### src/rtl/rf_bank_fill_ctrl.sv
// Write-side fill controller for the banked register file: packs a valid/ready beat stream
// into free banks round-robin. Optional zero-pad flush of a partial bank under RF_FILL_FLUSH_EN.
module rf_bank_fill_ctrl #(
  parameter int DATA_W     = 4,
  parameter int NUM_BANKS  = 3,
  parameter int BANK_DEPTH = 5
) (
  input  logic                 clk,
  input  logic                 rst,
  input  logic                 in_valid,
  input  logic [DATA_W-1:0]    in_data,
  output logic                 in_ready,
  output logic [1:0]           w_bank,
  output logic [2:0]           w_addr,
  output logic [DATA_W-1:0]    w_data,
  output logic [NUM_BANKS-1:0] bank_full,
  output logic                 all_full,
`ifdef RF_FILL_FLUSH_EN
  input  logic                 flush,
`endif
  input  logic                 rel_valid,
  input  logic [1:0]           rel_bank
);

  // state | meaning
  // FILL  | accepting beats into cur_bank at addr
  // NEXT  | bank just closed; pick the next free bank (cur_bank counts as full)
  // STALL | every bank full; wait for a release
  // PAD   | flush: write zeros to the remaining addresses of cur_bank
`ifdef RF_FILL_FLUSH_EN
  typedef enum logic [1:0] {FILL, NEXT, STALL, PAD} state_t;
`else
  typedef enum logic [1:0] {FILL, NEXT, STALL} state_t;
`endif

  localparam logic [1:0] NO_WRITE = 2'b11;
  localparam logic [2:0] LAST_ADDR = 3'(BANK_DEPTH - 1);

  state_t               state;
  logic [1:0]           cur_bank;
  logic [2:0]           addr;

  logic                 accept;
  logic                 at_last;
  logic                 done;
  logic [NUM_BANKS-1:0] set_vec;
  logic [NUM_BANKS-1:0] rel_clr;
  logic [NUM_BANKS-1:0] srch_mask;
  logic                 srch_found;
  logic [1:0]           srch_bank;
  int                   srch_idx;

  assign in_ready = (state == FILL) && !rst;
  assign all_full = &bank_full;

  always_comb begin
    accept  = in_valid && in_ready;
    at_last = (addr == LAST_ADDR);
`ifdef RF_FILL_FLUSH_EN
    done    = ((state == FILL) && accept && at_last) || ((state == PAD) && at_last);
`else
    done    = (state == FILL) && accept && at_last;
`endif
    set_vec   = '0;
    rel_clr   = '0;
    srch_mask = '0;
    for (int b = 0; b < NUM_BANKS; b++) begin
      set_vec[b]   = done && (cur_bank == 2'(b));
      // the bank being closed in NEXT already shows full but may not be released yet
      rel_clr[b]   = rel_valid && (rel_bank == 2'(b)) && bank_full[b] &&
                     !((state == NEXT) && (cur_bank == 2'(b)));
      srch_mask[b] = bank_full[b] || ((state == NEXT) && (cur_bank == 2'(b)));
    end
    srch_found = 1'b0;
    srch_bank  = cur_bank;
    srch_idx   = 0;
    for (int i = 1; i <= NUM_BANKS; i++) begin
      srch_idx = (int'(cur_bank) + i) % NUM_BANKS;
      if (!srch_found && !srch_mask[srch_idx]) begin
        srch_found = 1'b1;
        srch_bank  = 2'(srch_idx);
      end
    end
  end

  always_ff @(posedge clk) begin
    if (rst) begin
      state     <= FILL;
      cur_bank  <= 2'd0;
      addr      <= 3'd0;
      bank_full <= '0;
      w_bank    <= NO_WRITE;
      w_addr    <= 3'd0;
      w_data    <= '0;
    end else begin
      w_bank    <= NO_WRITE;
      bank_full <= (bank_full & ~rel_clr) | set_vec;
      case (state)
        FILL: begin
          if (accept) begin
            w_bank <= cur_bank;
            w_addr <= addr;
            w_data <= in_data;
            if (at_last) begin
              addr  <= 3'd0;
              state <= NEXT;
            end else begin
              addr <= addr + 3'd1;
            end
          end
`ifdef RF_FILL_FLUSH_EN
          if (flush && (addr != 3'd0) && !(accept && at_last))
            state <= PAD;
`endif
        end
`ifdef RF_FILL_FLUSH_EN
        PAD: begin
          w_bank <= cur_bank;
          w_addr <= addr;
          w_data <= '0;
          if (at_last) begin
            addr  <= 3'd0;
            state <= NEXT;
          end else begin
            addr <= addr + 3'd1;
          end
        end
`endif
        NEXT, STALL: begin
          if (srch_found) begin
            cur_bank <= srch_bank;
            state    <= FILL;
          end else begin
            state <= STALL;
          end
        end
        default: state <= FILL;
      endcase
    end
  end

endmodule
### config.mk
export PLATFORM = sky130hd
export DESIGN_NAME = rf_bank_fill_ctrl
export DESIGN_NICKNAME = d
export VERILOG_FILES = /design/src/rtl/rf_bank_fill_ctrl.sv
export SDC_FILE = /design/constraint.sdc
export NUM_CORES = 1
export LEC_CHECK = 0
export ABC_CLOCK_PERIOD_IN_PS = 1900
export CAP_MARGIN = 20
export CORE_UTILIZATION = 45
export CTS_CLUSTER_SIZE = 24
export DETAILED_ROUTE_END_ITERATION = 7
export PLACE_DENSITY = 0.72
export SLEW_MARGIN = 20
export SYNTH_ARGS = -nofsm -noshare
export SYNTH_HDL_FRONTEND = slang
export SYNTH_SLANG_ARGS = --single-unit
### constraint.sdc
create_clock -name clk -period 1.9 [get_ports clk]
set_input_delay 0.475 -clock clk [delete_from_list [all_inputs] [get_ports clk]]
set_output_delay 0.475 -clock clk [all_outputs]
set_load 0.05 [all_outputs]
Word-level counts from Yosys, hierarchy flattened

Index checks and enable logic that the tools add are counted.

Bits in registers: 19
Bits in latches: 0
RAM bits: 0
ROM bits: 0
Input port bits: 10
Output and inout bits: 14
Word-level logic and storage cells: 92
Memories kept: 0

Add/subtract/negate cells: 4
$mul: 0
Divide/modulo/power cells: 3
$lt $le $gt $ge: 3
Eq/ne operators: 10
Shift operators: 0
Muxes and demuxes: 20
Bitwise gates (word level): 5
Reduce and logical (&&, ||, !) cells: 40

Operators with widths:

| cell                    | count |
|---|---|
| $lt A32 B4 Y1 const B   | 3 |
| $mod A32 B3 Y32 const B | 3 |
| $logic_and A1 B1 Y1     | 21 |
| $mux W2                 | 6 |
| $mux W1                 | 9 |
| $logic_not A1 Y1        | 7 |
| $add A2 B2 Y3 const B   | 2 |
| $bmux W1 S2             | 3 |
| $eq A2 B1 Y1 const B    | 3 |
| $eq A2 B2 Y1 const B    | 3 |
| $logic_not A2 Y1        | 3 |
| $reduce_and A3 Y1       | 2 |
| $ne A2 B2 Y1 const B    | 2 |
| $pmux W2 S2             | 1 |
| $reduce_and A2 Y1       | 2 |
| $add A2 B1 Y3 const B   | 1 |
| $add A3 B1 Y3 const B   | 1 |
| $and A3 B3 Y3           | 1 |
| $eq A3 B3 Y1 const B    | 1 |
| $logic_or A1 B1 Y1      | 3 |
| $mux W3                 | 1 |
| $ne A3 B1 Y1 const B    | 1 |
| $not A3 Y3              | 1 |
| $or A3 B3 Y3            | 1 |
| 3 further kinds         | 4 |

Depth between registers and ports, before layout

Gate-level depths: netlist of the first run.

Depth after elaboration: 14
Mapped depth: 8
Depth with buffers taken out: 7

Least setup slack after synthesis of the first run

No wires, ideal clock.

Path kind: flip-flop to flip-flop
Start: register cur_bank[0]
End: register cur_bank[0]
Setup time: 0.119 ns
Arrival time: 1.764 ns
Data required time: 1.781 ns
Setup slack: 0.017 ns
Stages on the path, launching flop included: 8
Buffers on the path: 0
Clock period less this slack: 1.883 ns
Cells stage by stage: dfxtp_1 inv_1 ha_1 or3b_1 o221a_4 a21oi_4 nand2_1 o221a_1

Word-level cells in the longest chain between the ends: 13
Elaborated cells between the ends (all ways): 37
Those cells by class: 3 x add/sub; 3 x div; 3 x eq/ne; 15 x mux; 13 x reduce/logical

Ends and longest elaborated chain:

| what                                                     | RTL line | RTL |
|---|---|---|
| from (decl)                                              | 40       | `logic [1:0] cur_bank;` |
| from (signal assigned)                                   | 131      | `cur_bank <= srch_bank;` |
| branches (longest 13 deep; another with $mod A32 B3 Y32) | -        |  |

Parallel ways; which one is timed is not known. The select of a mux whose other input is x is not followed.
A chain may end at the register's enable or synchronous reset.

Worst setup path in the final report of the first run

Start: input rst
End: output in_ready

Word-level cells in the longest chain between the ends: 2

Ends and longest elaborated chain:

| what                | RTL line | RTL |
|---|---|---|
| from (decl)         | 9        | `input logic rst,` |
| $logic_not A1 Y1    | 53       | `assign in_ready = (state == FILL) && !rst;` |
| $logic_and A1 B1 Y1 | 53       |  |
| to (decl)           | 12       | `output logic in_ready,` |

No other way between the ends.

==> summary.md, run 1 <==
| Metric | Value |
|---|---|
| Status | complete, no violations |
| Tightest Hold Check Type | reg2reg |
| Worst Setup Start Kind | primary input |
| CTS sink cnt | 19 |
| Maximum clock rate | approximately 540 MHz |
| Area share of the largest cell type after synthesis | approximately a third |
| Initial DRC count | 25 |
| Synth top area cells | dfxtp_1 (32%), ha_1 (10%), nand2_1 (7.5%) |
| Via density | between 5 and 6 |
| Unrepaired setup endpoints after global routing | true |
| FP Rows | 18 |
| Multi-input logic area | 759 µm² |
| DRC viols | 0 |
| Worst skew pair latency | roughly 310 ps |
| FF+latch count, synth | 19 |
| Hold Vio Cnt, Final | 0 |
| Final min period | 1850 ps |
| Crit path from | rst |
| Global Route Usage Sum | 22.0% |
| Longest Clk Path Bufs | 2 |
| TritonCTS clock tree | built |
| Mapped Avg Cell Area | ~8.4 µm² |
| Setup CP Type | in2out |
| CP Capture Type | output pin |
| ANT cells | 0 |
| Hold_buf cts | 0 |
| DP HPWL | 2080 µm |
| IO Count | 24 |
| Worst reg2reg setup slack | 70 ps |
| VDD IR-drop max | 0.000402 V |
| Area Overhead vs Synth | 35.4% |
| DR WL/cell | between 10 and 15 µm |
| Post-route ant nets | 0 |
| Die Area | 2860 µm² |
| Launch point of the worst reg-to-reg path | cur_bank[0] |
| Worst R2R Path Depth | 8 |
| H-Tree Level Count | 1 |
| Max incr delay on CP | ~440 ps |
| Final core occ | 64.7% |
| Largest net degree at the start of global routing | 12 |
| Synth area leader | dfxtp_1 |
| Grt ovf | 0 |
| Post-synth ARST share | 0% |
| Die Width | 53.5 µm |
| CP cell instances | clkdlybuf4s50_1, buf_4, nor2b_2, buf_12 |
| Mapped Nets | 162 |
| Core box area | 2500 µm² |
| Post-synth EDFFs | 0 |
| Max Cap Viol | 0 |
| Crit path capture | in_ready |
| Synth Flop Type | dfxtp_1 |
| Post-Synthesis Cells | 142 |
| Total power | 0.873 mW |
| FF/Latch Area | 380 µm² |
| First-pass DRT Iterations | 4 |
| FF-to-FF End | cur_bank[0] |
| Final Wtd Congestion | 0.844 |
| WP data required | 1420 ps |
| Clock root buffer | clkbuf_4 |
| Routed WL | 2730 µm |
| Global-route wire length before repair | 4510 µm |
| Post-route clock period utilization | 97.4% |
| Netlist cell types | 42 |
| Antenna violations before repair | 0 |
| Worst-path clk slew | 120 ps |
| Chip height | 53.5 µm |
| Vias in the first global route | about 1000 |
| Netlist Area Pre-Place | between 1000 and 1500 µm² |
| Initial Util | 47.7% |
| Post-CTS setup buffers | 0 |
| Vias | 1100 |
| Clk_skew | between 15 and 20 ps |
| Power density over the cells | roughly 540 nW/µm² |
| Yosys synthesis warning count | 0 |
| CP arrival | between 1000 and 1500 ps |
| Crit-path slowest cell | clkdlybuf4s50_1 |
| Worst-margin pin slew | ~270 ps |
| Number of I/O port buffers | 23 |
| Fin nets | 203 |
| Inserted Clock Buffers | 3 |
| Final setup fails | 0 |
| Share of post-route cells with drive strength above 1 | 28.6% |
| Static leakage | between 0.6 and 0.7 nW |
| CP max FO | 4 |
| Post-synthesis sequential area ratio | 31.9% |
| Slew headroom | 81.9% |
| Fin. max-slew vios | 0 |
| Fill cells | ~220 |
layout by cell type, fill, tap and decap left out, types with 2 or more instances in the layout:
| master | instances |
|---|---|
| a21oi_1 | 12 |
| and2_1 | 2 |
| and3_1 | 2 |
| buf_12 | 2 |
| buf_4 | 33 |
| clkbuf_4 | 3 |
| clkdlybuf4s50_1 | 9 |
| dfxtp_1 | 19 |
| ha_1 | 8 |
| inv_1 | 9 |
| mux2i_1 | 3 |
| nand2_1 | 24 |
| nand2b_1 | 2 |
| nand3b_1 | 8 |
| nor2_1 | 8 |
| nor3b_1 | 2 |
| o21ai_0 | 6 |
| o21ai_1 | 2 |
| o31ai_1 | 2 |
state kept, by name, summed over array words and instances (netlist names):
name and flops:
addr 3, state 2, w_bank 2, w_data 4, cur_bank 2, bank_full 3, w_addr 3
routing by layer:
metal	global-route usage [%]	share of wire, %	vias to the layer above
met4	9.21	1.4	0
met5	0	0	-
li1	-	-	570
met2	36.7	50	21
met3	3.45	2.3	4
met1	27.8	46	505
cell type report:
type,instances,area share [%]
clock buffer,3,1.39
clock inverter,1,0.310
inverter,9,2.09
multi-input combinational,106,47.0
sequential,19,23.5
tap,30,2.32
timing repair buffer,44,23.4
critical path, delay by kind of cell:
family	cells	cell delay (ps)
buffers and inverters	3	750
AND/OR/NAND/NOR	1	150
synthesized netlist by cell type, drive strengths merged (2+ instances only):
master / number
dfxtp: 19
o221a: 2
inv: 9
ha: 10
nor2: 8
nand2b: 3
buf: 4
nor3b: 2
mux2i: 3
nand2: 24
a21oi: 13
o21ai: 8
nand3b: 8
and3: 2
o31ai: 2
and2: 3
clkbuf: 4
per-stage QoR:
stage          setup WS [ps]  hold slack [ps]  cells  TNS [ps]  cell area [µm²]
4_1_cts                 46.2              470    212         0             1590
2_1_floorplan           17.1              449    142         0             1190
3_3_place_gp           -13.2              441    208     -17.1             1560
3_5_place_dp           -53.2              448    208     -68.6             1560
6_report                49.8              470    212         0             1620
5_1_grt                -5.11              491    212     -5.11             1620
worst min-delay path by stage:
stage | start | to | slack [ps] | cells past startpoint
floorplan | addr[2] | w_addr[2] | 450 | 2
global placement | w_addr[0] | w_addr[0] | 440 | 2
detailed placement | w_addr[2] | w_addr[2] | 450 | 2
CTS | w_addr[2] | w_addr[2] | 470 | 2
global route | w_addr[2] | w_addr[2] | 490 | 2
finish | w_addr[2] | w_addr[2] | 470 | 2
cells by family after synthesis:
kind of cell	after synthesis	share of synthesized area, %
AOI/OAI and AO/OA	35	22.2
DFF	19	31.9
buffers and inverters	17	7.34
and+or+nand+nor	58	25.6
adders and majority gates	10	10.5
muxes	3	2.52
repair_timing:
item	CTS	global route
hold endpoints to repair	0	0
resized for setup	2	5
setup endpoints to repair	2	3
power breakdown:
group          switching (mW)  internal [mW]  total (mW)  leakage [nW]
Combinational           0.130          0.107       0.237         0.501
Sequential            0.00959          0.415       0.425         0.155
Clock                   0.133         0.0785       0.211        0.0177
Total                   0.272          0.601       0.873         0.674
(Power assumes the default switching activity.)
==> run 2: changes to the inputs <==
--- a/config.mk
+++ b/config.mk
@@ -8,6 +8,7 @@
 export ABC_CLOCK_PERIOD_IN_PS = 1900
 export CAP_MARGIN = 20
 export CORE_UTILIZATION = 45
+export CTS_CLUSTER_DIAMETER = 30
 export CTS_CLUSTER_SIZE = 24
 export DETAILED_ROUTE_END_ITERATION = 7
 export PLACE_DENSITY = 0.72
==> results of run 2 <==
The final DEF is identical to that of run 1; final timing and power are the same.
